[src/rtl/opcode_encoder.sv]
// Three-source opcode issuer: fixed priority a > b > c with starvation
// promotion of b and c, registered opcode/data/valid toward the decoder.
module opcode_encoder #(
    parameter int unsigned STARVE_LIMIT = 8,
    parameter int unsigned CNT_W        = 8
) (
    input  logic       clk,
    input  logic       reset,
    input  logic       a_valid,
    input  logic [1:0] a_data,
    output logic       a_ready,
    input  logic       b_valid,
    input  logic [1:0] b_data,
    output logic       b_ready,
    input  logic       c_valid,
    input  logic [1:0] c_data,
    output logic       c_ready,
    output logic [3:0] opcode,
    output logic [1:0] out_data,
    output logic       out_valid,
    input  logic       out_ready
);

    localparam logic [CNT_W-1:0] LIMIT = CNT_W'(STARVE_LIMIT);

    logic [3:0]       opcode_q, opcode_d;
    logic [1:0]       data_q, data_d;
    logic             valid_q, valid_d;
    logic [2:0]       tag_q, tag_d;
    logic [CNT_W-1:0] b_cnt_q, b_cnt_d;
    logic [CNT_W-1:0] c_cnt_q, c_cnt_d;

    logic load;
    logic b_starved, c_starved;
    logic gnt_a, gnt_b, gnt_c;

    assign load      = !valid_q || out_ready;
    assign b_starved = b_valid && (b_cnt_q == LIMIT);
    assign c_starved = c_valid && (c_cnt_q == LIMIT);

    // Starved b/c jump ahead of a; otherwise plain a > b > c.
    always_comb begin
        gnt_a = 1'b0;
        gnt_b = 1'b0;
        gnt_c = 1'b0;
        if (load && !reset) begin
            if (b_starved)    gnt_b = 1'b1;
            else if (c_starved) gnt_c = 1'b1;
            else if (a_valid) gnt_a = 1'b1;
            else if (b_valid) gnt_b = 1'b1;
            else if (c_valid) gnt_c = 1'b1;
        end
    end

    assign a_ready = gnt_a;
    assign b_ready = gnt_b;
    assign c_ready = gnt_c;

    always_comb begin
        opcode_d = opcode_q;
        data_d   = data_q;
        valid_d  = valid_q;
        tag_d    = tag_q;
        if (load) begin
            valid_d = gnt_a || gnt_b || gnt_c;
            tag_d   = (gnt_a || gnt_b || gnt_c) ? tag_q + 3'd1 : tag_q;
            if (gnt_a) begin
                opcode_d = {1'b1, tag_q};
                data_d   = a_data;
            end else if (gnt_b) begin
                opcode_d = {2'b01, tag_q[1:0]};
                data_d   = b_data;
            end else if (gnt_c) begin
                opcode_d = {3'b001, tag_q[0]};
                data_d   = c_data;
            end else begin
                opcode_d = 4'b0000;
            end
        end
    end

    // Waiting counts include stall cycles; grant or dropped valid clears.
    always_comb begin
        b_cnt_d = b_cnt_q;
        c_cnt_d = c_cnt_q;
        if (gnt_b || !b_valid)   b_cnt_d = '0;
        else if (b_cnt_q != LIMIT) b_cnt_d = b_cnt_q + CNT_W'(1);
        if (gnt_c || !c_valid)   c_cnt_d = '0;
        else if (c_cnt_q != LIMIT) c_cnt_d = c_cnt_q + CNT_W'(1);
    end

    always_ff @(posedge clk) begin
        if (reset) begin
            opcode_q <= 4'b0000;
            data_q   <= 2'b00;
            valid_q  <= 1'b0;
            tag_q    <= 3'b000;
            b_cnt_q  <= '0;
            c_cnt_q  <= '0;
        end else begin
            opcode_q <= opcode_d;
            data_q   <= data_d;
            valid_q  <= valid_d;
            tag_q    <= tag_d;
            b_cnt_q  <= b_cnt_d;
            c_cnt_q  <= c_cnt_d;
        end
    end

    assign opcode    = opcode_q;
    assign out_data  = data_q;
    assign out_valid = valid_q;

endmodule

[config.mk]
export PLATFORM = sky130hd
export DESIGN_NAME = opcode_encoder
export DESIGN_NICKNAME = d
export VERILOG_FILES = /design/src/rtl/opcode_encoder.sv
export SDC_FILE = /design/constraint.sdc
export NUM_CORES = 1
export LEC_CHECK = 0
export BUFFER_PORTS_ARGS = -buffer_cell sky130_fd_sc_hd__buf_4
export CAP_MARGIN = 10
export CORE_MARGIN = 3
export CORE_UTILIZATION = 26
export DETAILED_ROUTE_END_ITERATION = 8
export GPL_TIMING_DRIVEN = 0
export HOLD_SLACK_MARGIN = 0.12
export PLACE_DENSITY = 0.42
export SLEW_MARGIN = 10
export SYNTH_ARGS = -nofsm -noshare
export SYNTH_HDL_FRONTEND = slang
export SYNTH_SLANG_ARGS = --single-unit
[constraint.sdc]
create_clock -name clk -period 3.25 [get_ports clk]
set_input_delay 0.1625 -clock clk [delete_from_list [all_inputs] [get_ports clk]]
set_output_delay 0.1625 -clock clk [all_outputs]
set_load 0.03 [all_outputs]
### Word-level counts from Yosys, hierarchy flattened

Cells that the tools add are included.

| word-level totals | value |
|---|---|
| register bits after elaboration | 26 |
| output and inout bits | 10 |
| word-level logic and storage cells | 51 |

| cells by class | value |
|---|---|
| add/subtract/negate cells | 3 |
| equality and inequality tests | 4 |
| multiplexer cells | 21 |
| reductions and logical operators | 17 |

Operator list:

| cell | number |
|---|---|
| 8-bit by 1-bit adder with 8-bit output, second input constant | 2 |
| 8-bit by 4-bit == test with 1-bit output, second input constant | 2 |
| 8-bit by 4-bit inequality test with 1-bit output, second input constant | 2 |
| 1-bit two-way mux | 15 |
| 2-bit two-way mux | 4 |
| 1-bit logical OR | 5 |
| 1-bit logical NOT | 4 |
| 4-bit two-way mux | 1 |
| 2-bit AND reduction | 2 |
| 2-bit OR reduction | 2 |
| 3-bit by 1-bit adder with 3-bit output, second input constant | 1 |
| 1-bit logical AND | 3 |
| 3-bit two-way mux | 1 |
| 3-bit nonzero test | 1 |

### Logic depth before layout (Yosys ltp)

| logic depth | value |
|---|---|
| depth after elaboration | 9 |
| depth in mapped cells | 6 |

### Worst setup path after synthesis

Ideal clock, no wire load.

| timing path | value |
|---|---|
| path type | reg-to-output |
| start point | register b_cnt_q[0] |
| end point | output c_ready |
| arrival time | 1642 ps |
| data required time | 3087 ps |
| setup slack | 1446 ps |
| cell stages (with the launch flop) | 6 |
| cell sequence | dfxtp_1 inv_1 ha_1 and4b_1 a211oi_1 and3_1 |

| on the way | value |
|---|---|
| word-level cells in the longest chain between the ends | 4 |

Ends and longest elaborated chain:

| item | line | source |
|---|---|---|
| start, declared | 30 | `logic [CNT_W-1:0] b_cnt_q, b_cnt_d;` |
| start signal, assigned | 105 | `b_cnt_q <= b_cnt_d;` |
| 8-bit by 4-bit == test with 1-bit output | 38 | `assign b_starved = b_valid && (b_cnt_q == LIMIT);` |
| 1-bit logical AND | 38 |  |
| 1-bit two-way mux | 47 | `if (b_starved) gnt_b = 1'b1;` |
| 1-bit two-way mux | 46 | `if (load && !reset) begin` |
| end, declared | 17 | `output logic c_ready,` |

No other way between the ends.

### Worst setup path in the final report

| timing path | value |
|---|---|
| start point | register b_cnt_q[0] |
| end point | output a_ready |

| on the way | value |
|---|---|
| word-level cells in the longest chain between the ends | 4 |

Ends and longest elaborated chain:

| item | line | source |
|---|---|---|
| 8-bit by 4-bit == test with 1-bit output | 38 |  |
| 1-bit logical AND | 38 |  |
| 1-bit two-way mux | 47 |  |
| 1-bit two-way mux | 46 |  |
| end, declared | 11 | `output logic a_ready,` |

No other way between the ends.

==> results.json <==
{
  "area_growth_pct": 21.88,
  "rrSetupSlack_ns": 1.17,
  "worstSetupStartpointType": "flip-flop",
  "rsz0062_at_grt": "false",
  "ys_seq_area_share_pct": 38.41,
  "final_common_cell": "dfxtp_1",
  "fin_skew_ns": 0.0009421,
  "cp_data_required_time_ns": 3.09,
  "run_status": "completed",
  "vias": 1145,
  "setup_tns_ns": 0,
  "hp-class": "in -> reg",
  "wire_per_inst_um": 13.06,
  "finalCritPeriodShare_pct": 78.04,
  "cts_max_path_buffers": 2,
  "dieArea_mm2": 0.006114,
  "die-width_um": 78.19,
  "root_buffer": "clkbuf_8",
  "grt_max_degree": 15,
  "ys.flop_type": "dfxtp_1",
  "yosys_warnings": 0,
  "cts.sinks": 26,
  "die_h_um": 78.19,
  "synth_top_area_share_pct": 38.41,
  "overflow": 0,
  "worstPathCellList": "inv_1 -> ha_1 -> and4b_1 -> a211oi_1 -> and2_2 -> buf_4",
  "p_leak_nw": 0.6604,
  "cts_setup_buffers": 0,
  "start_util_pct": 27.77,
  "end_kind": "primary output",
  "core_area_mm2": 0.004880,
  "grt_pass1_vias": 1142,
  "ys_ff_latch": 26,
  "fin_nets": 191,
  "crit_buf_inv": 2,
  "worst_pin_slew_ns": 0.9079,
  "cp_slowest_cell": "a211oi_1",
  "place.gp.congestion": 0.7596,
  "cts_resized": 0,
  "synth_top_area_cell": "dfxtp_1",
  "fin_crit_ns": 2.536,
  "synth_area_leaders": "dfxtp_1 (38%), xor2_1 (6.5%), nor2_1 (5.5%), nand3_1 (5.2%), ha_1 (4.6%)",
  "rows": 25,
  "timing_hold_violations_final": 0,
  "first_iter_violations": 50,
  "max-slew-margin-rel_pct": 39.11,
  "crit_type": "reg -> out",
  "antenna_cells": 0,
  "synth_nets": 165,
  "port_buffers": 21,
  "synth_edf_count": 0,
  "fmax_ghz": 0.3943,
  "ir_drop_uv": 258.3,
  "grtUsageTotal_pct": 10.89,
  "syn_avg_cell_area_um2": 9.156,
  "slowest_delay_ns": 0.77,
  "setup_violations": 0,
  "antenna_left": 0,
  "drive_gt1_share_pct": 20.23,
  "power.density_mw_per_mm2": 398.0,
  "post-dp-hpwl_um": 2378,
  "grt_pass1_wl_um": 5423,
  "layout_common_cells": "dfxtp_1 (26), buf_4 (21), nor2_1 (20)",
  "synthArstFlopShare_pct": 0,
  "routed_via_density": 4.771,
  "htree_levels": 1,
  "antenna_found_initial": 0,
  "tritoncts": "yes",
  "ctsHoldBuffers": 0,
  "cts.clk_slew.worst_paths_ns": 0.09,
  "finalPower_w": 0.0006573,
  "synth_cell_types": 43,
  "clk_latency_ns": 0.27,
  "finalWirelength_um": 3134,
  "cp_max_fo": 6,
  "fillCellCount": 540,
  "ios": 22,
  "cp_data_arrival_time_ns": 2.37,
  "cts-buffers-inserted": 3,
  "drv_cap": 0,
  "drv_slew": 0,
  "syn_area_mm2": 0.001355,
  "synth_cells": 148,
  "cp_top_family": "compound AO/OA/AOI/OAI gates",
  "drt_first_pass_iters": 4,
  "route.detailed.drc": 0
}
[sequential cells by signal (all words and copies together) (netlist names)]
| signal | cells |
|---|---|
| b_cnt_q | 8 |
| c_cnt_q | 8 |
| opcode | 4 |
| tag_q | 3 |
| out_data | 2 |
| out_valid | 1 |
[worst register-to-register path, stage by stage, from the launching register on]
cell	delay, ns
dfxtp_1	0.40
inv_1	0.09
ha_1	0.21
and4b_1	0.19
a211oi_1	0.77
a32oi_1	0.21
a21oi_1	0.15
[final cells by class]
cell class / instances / area (um2) / area share, %
Multi-Input combinational cell: 112 / 795.8 / 48.18
Sequential cell: 26 / 520.5 / 31.52
Timing Repair Buffer: 21 / 157.7 / 9.545
Tap cell: 67 / 83.83 / 5.076
Clock buffer: 4 / 55.05 / 3.333
Inverter: 6 / 22.52 / 1.364
Buffer: 4 / 16.27 / 0.9849
[worst paths after layout]
check / from / endpoint / cells past startpoint
worst max-delay path: b_cnt_q[0]$_SDFFE_PP0P_ / a_ready / 6
worst min-delay path: a_data[0] / out_data[0]$_SDFFE_PP0P_ / 3
worst max register to register: b_cnt_q[0]$_SDFFE_PP0P_ / opcode[1]$_SDFFE_PP0N_ / 6
worst min register to register: opcode[3]$_SDFFE_PP0N_ / opcode[3]$_SDFFE_PP0N_ / 1
[layer usage]
metal  global-route usage [%]  wire length (um)  up-vias
li1                         -                 -      585
met1                    15.24              1603      539
met2                    16.18              1382       17
met3                    3.096               101        4
met4                    3.147                46        0
met5                        0                 0        -
[through the flow]
stage	worst slack [ns]	util (%)	hold WS (ns)	instance area [um2]	instances
2_1_floorplan	1.446	-	0.3166	1355	148
5_1_grt	0.5735	33.85	0.1596	1652	240
6_report	0.7139	33.85	0.1407	1652	240
3_5_place_dp	1.034	32.72	0.4241	1597	236
4_1_cts	0.7189	33.85	0.1346	1652	240
3_3_place_gp	1.048	32.72	0.4155	1597	236
[synth_stat cells (all sizes together) (2+ instances only)]
master / n
xnor2: 6
nand3: 14
xor2: 10
a21oi: 5
o21bai: 3
o211ai: 2
inv: 6
nand2b: 2
mux2i: 3
o2111ai: 2
and4b: 2
a2111oi: 2
and3: 5
nor4b: 2
and2: 2
nor3: 5
nor2: 20
nor2b: 3
dfxtp: 26
nand4b: 2
clkbuf: 3
ha: 5
nand2: 2
o311a: 2
[report_power, final]
part	switching, W	total [W]	internal, W
Combinational	0.0000591	0.000104	0.0000450
Sequential	0.00000954	0.000340	0.000330
Clock	0.000105	0.000213	0.000108
[cells by family (layout without fill, tap and decap cells)]
family | Yosys count | count (layout) | share of synthesized area (%)
compound gates | 27 | 27 | 16.16
xor+xnor | 16 | 16 | 10.34
fa+ha+maj | 5 | 5 | 4.617
buf+inv | 10 | 35 | 2.862
flops | 26 | 26 | 38.41
mux | 3 | 3 | 2.216
simple gates | 61 | 61 | 25.39
No activity file was read; power rests on OpenSTA's default activity.
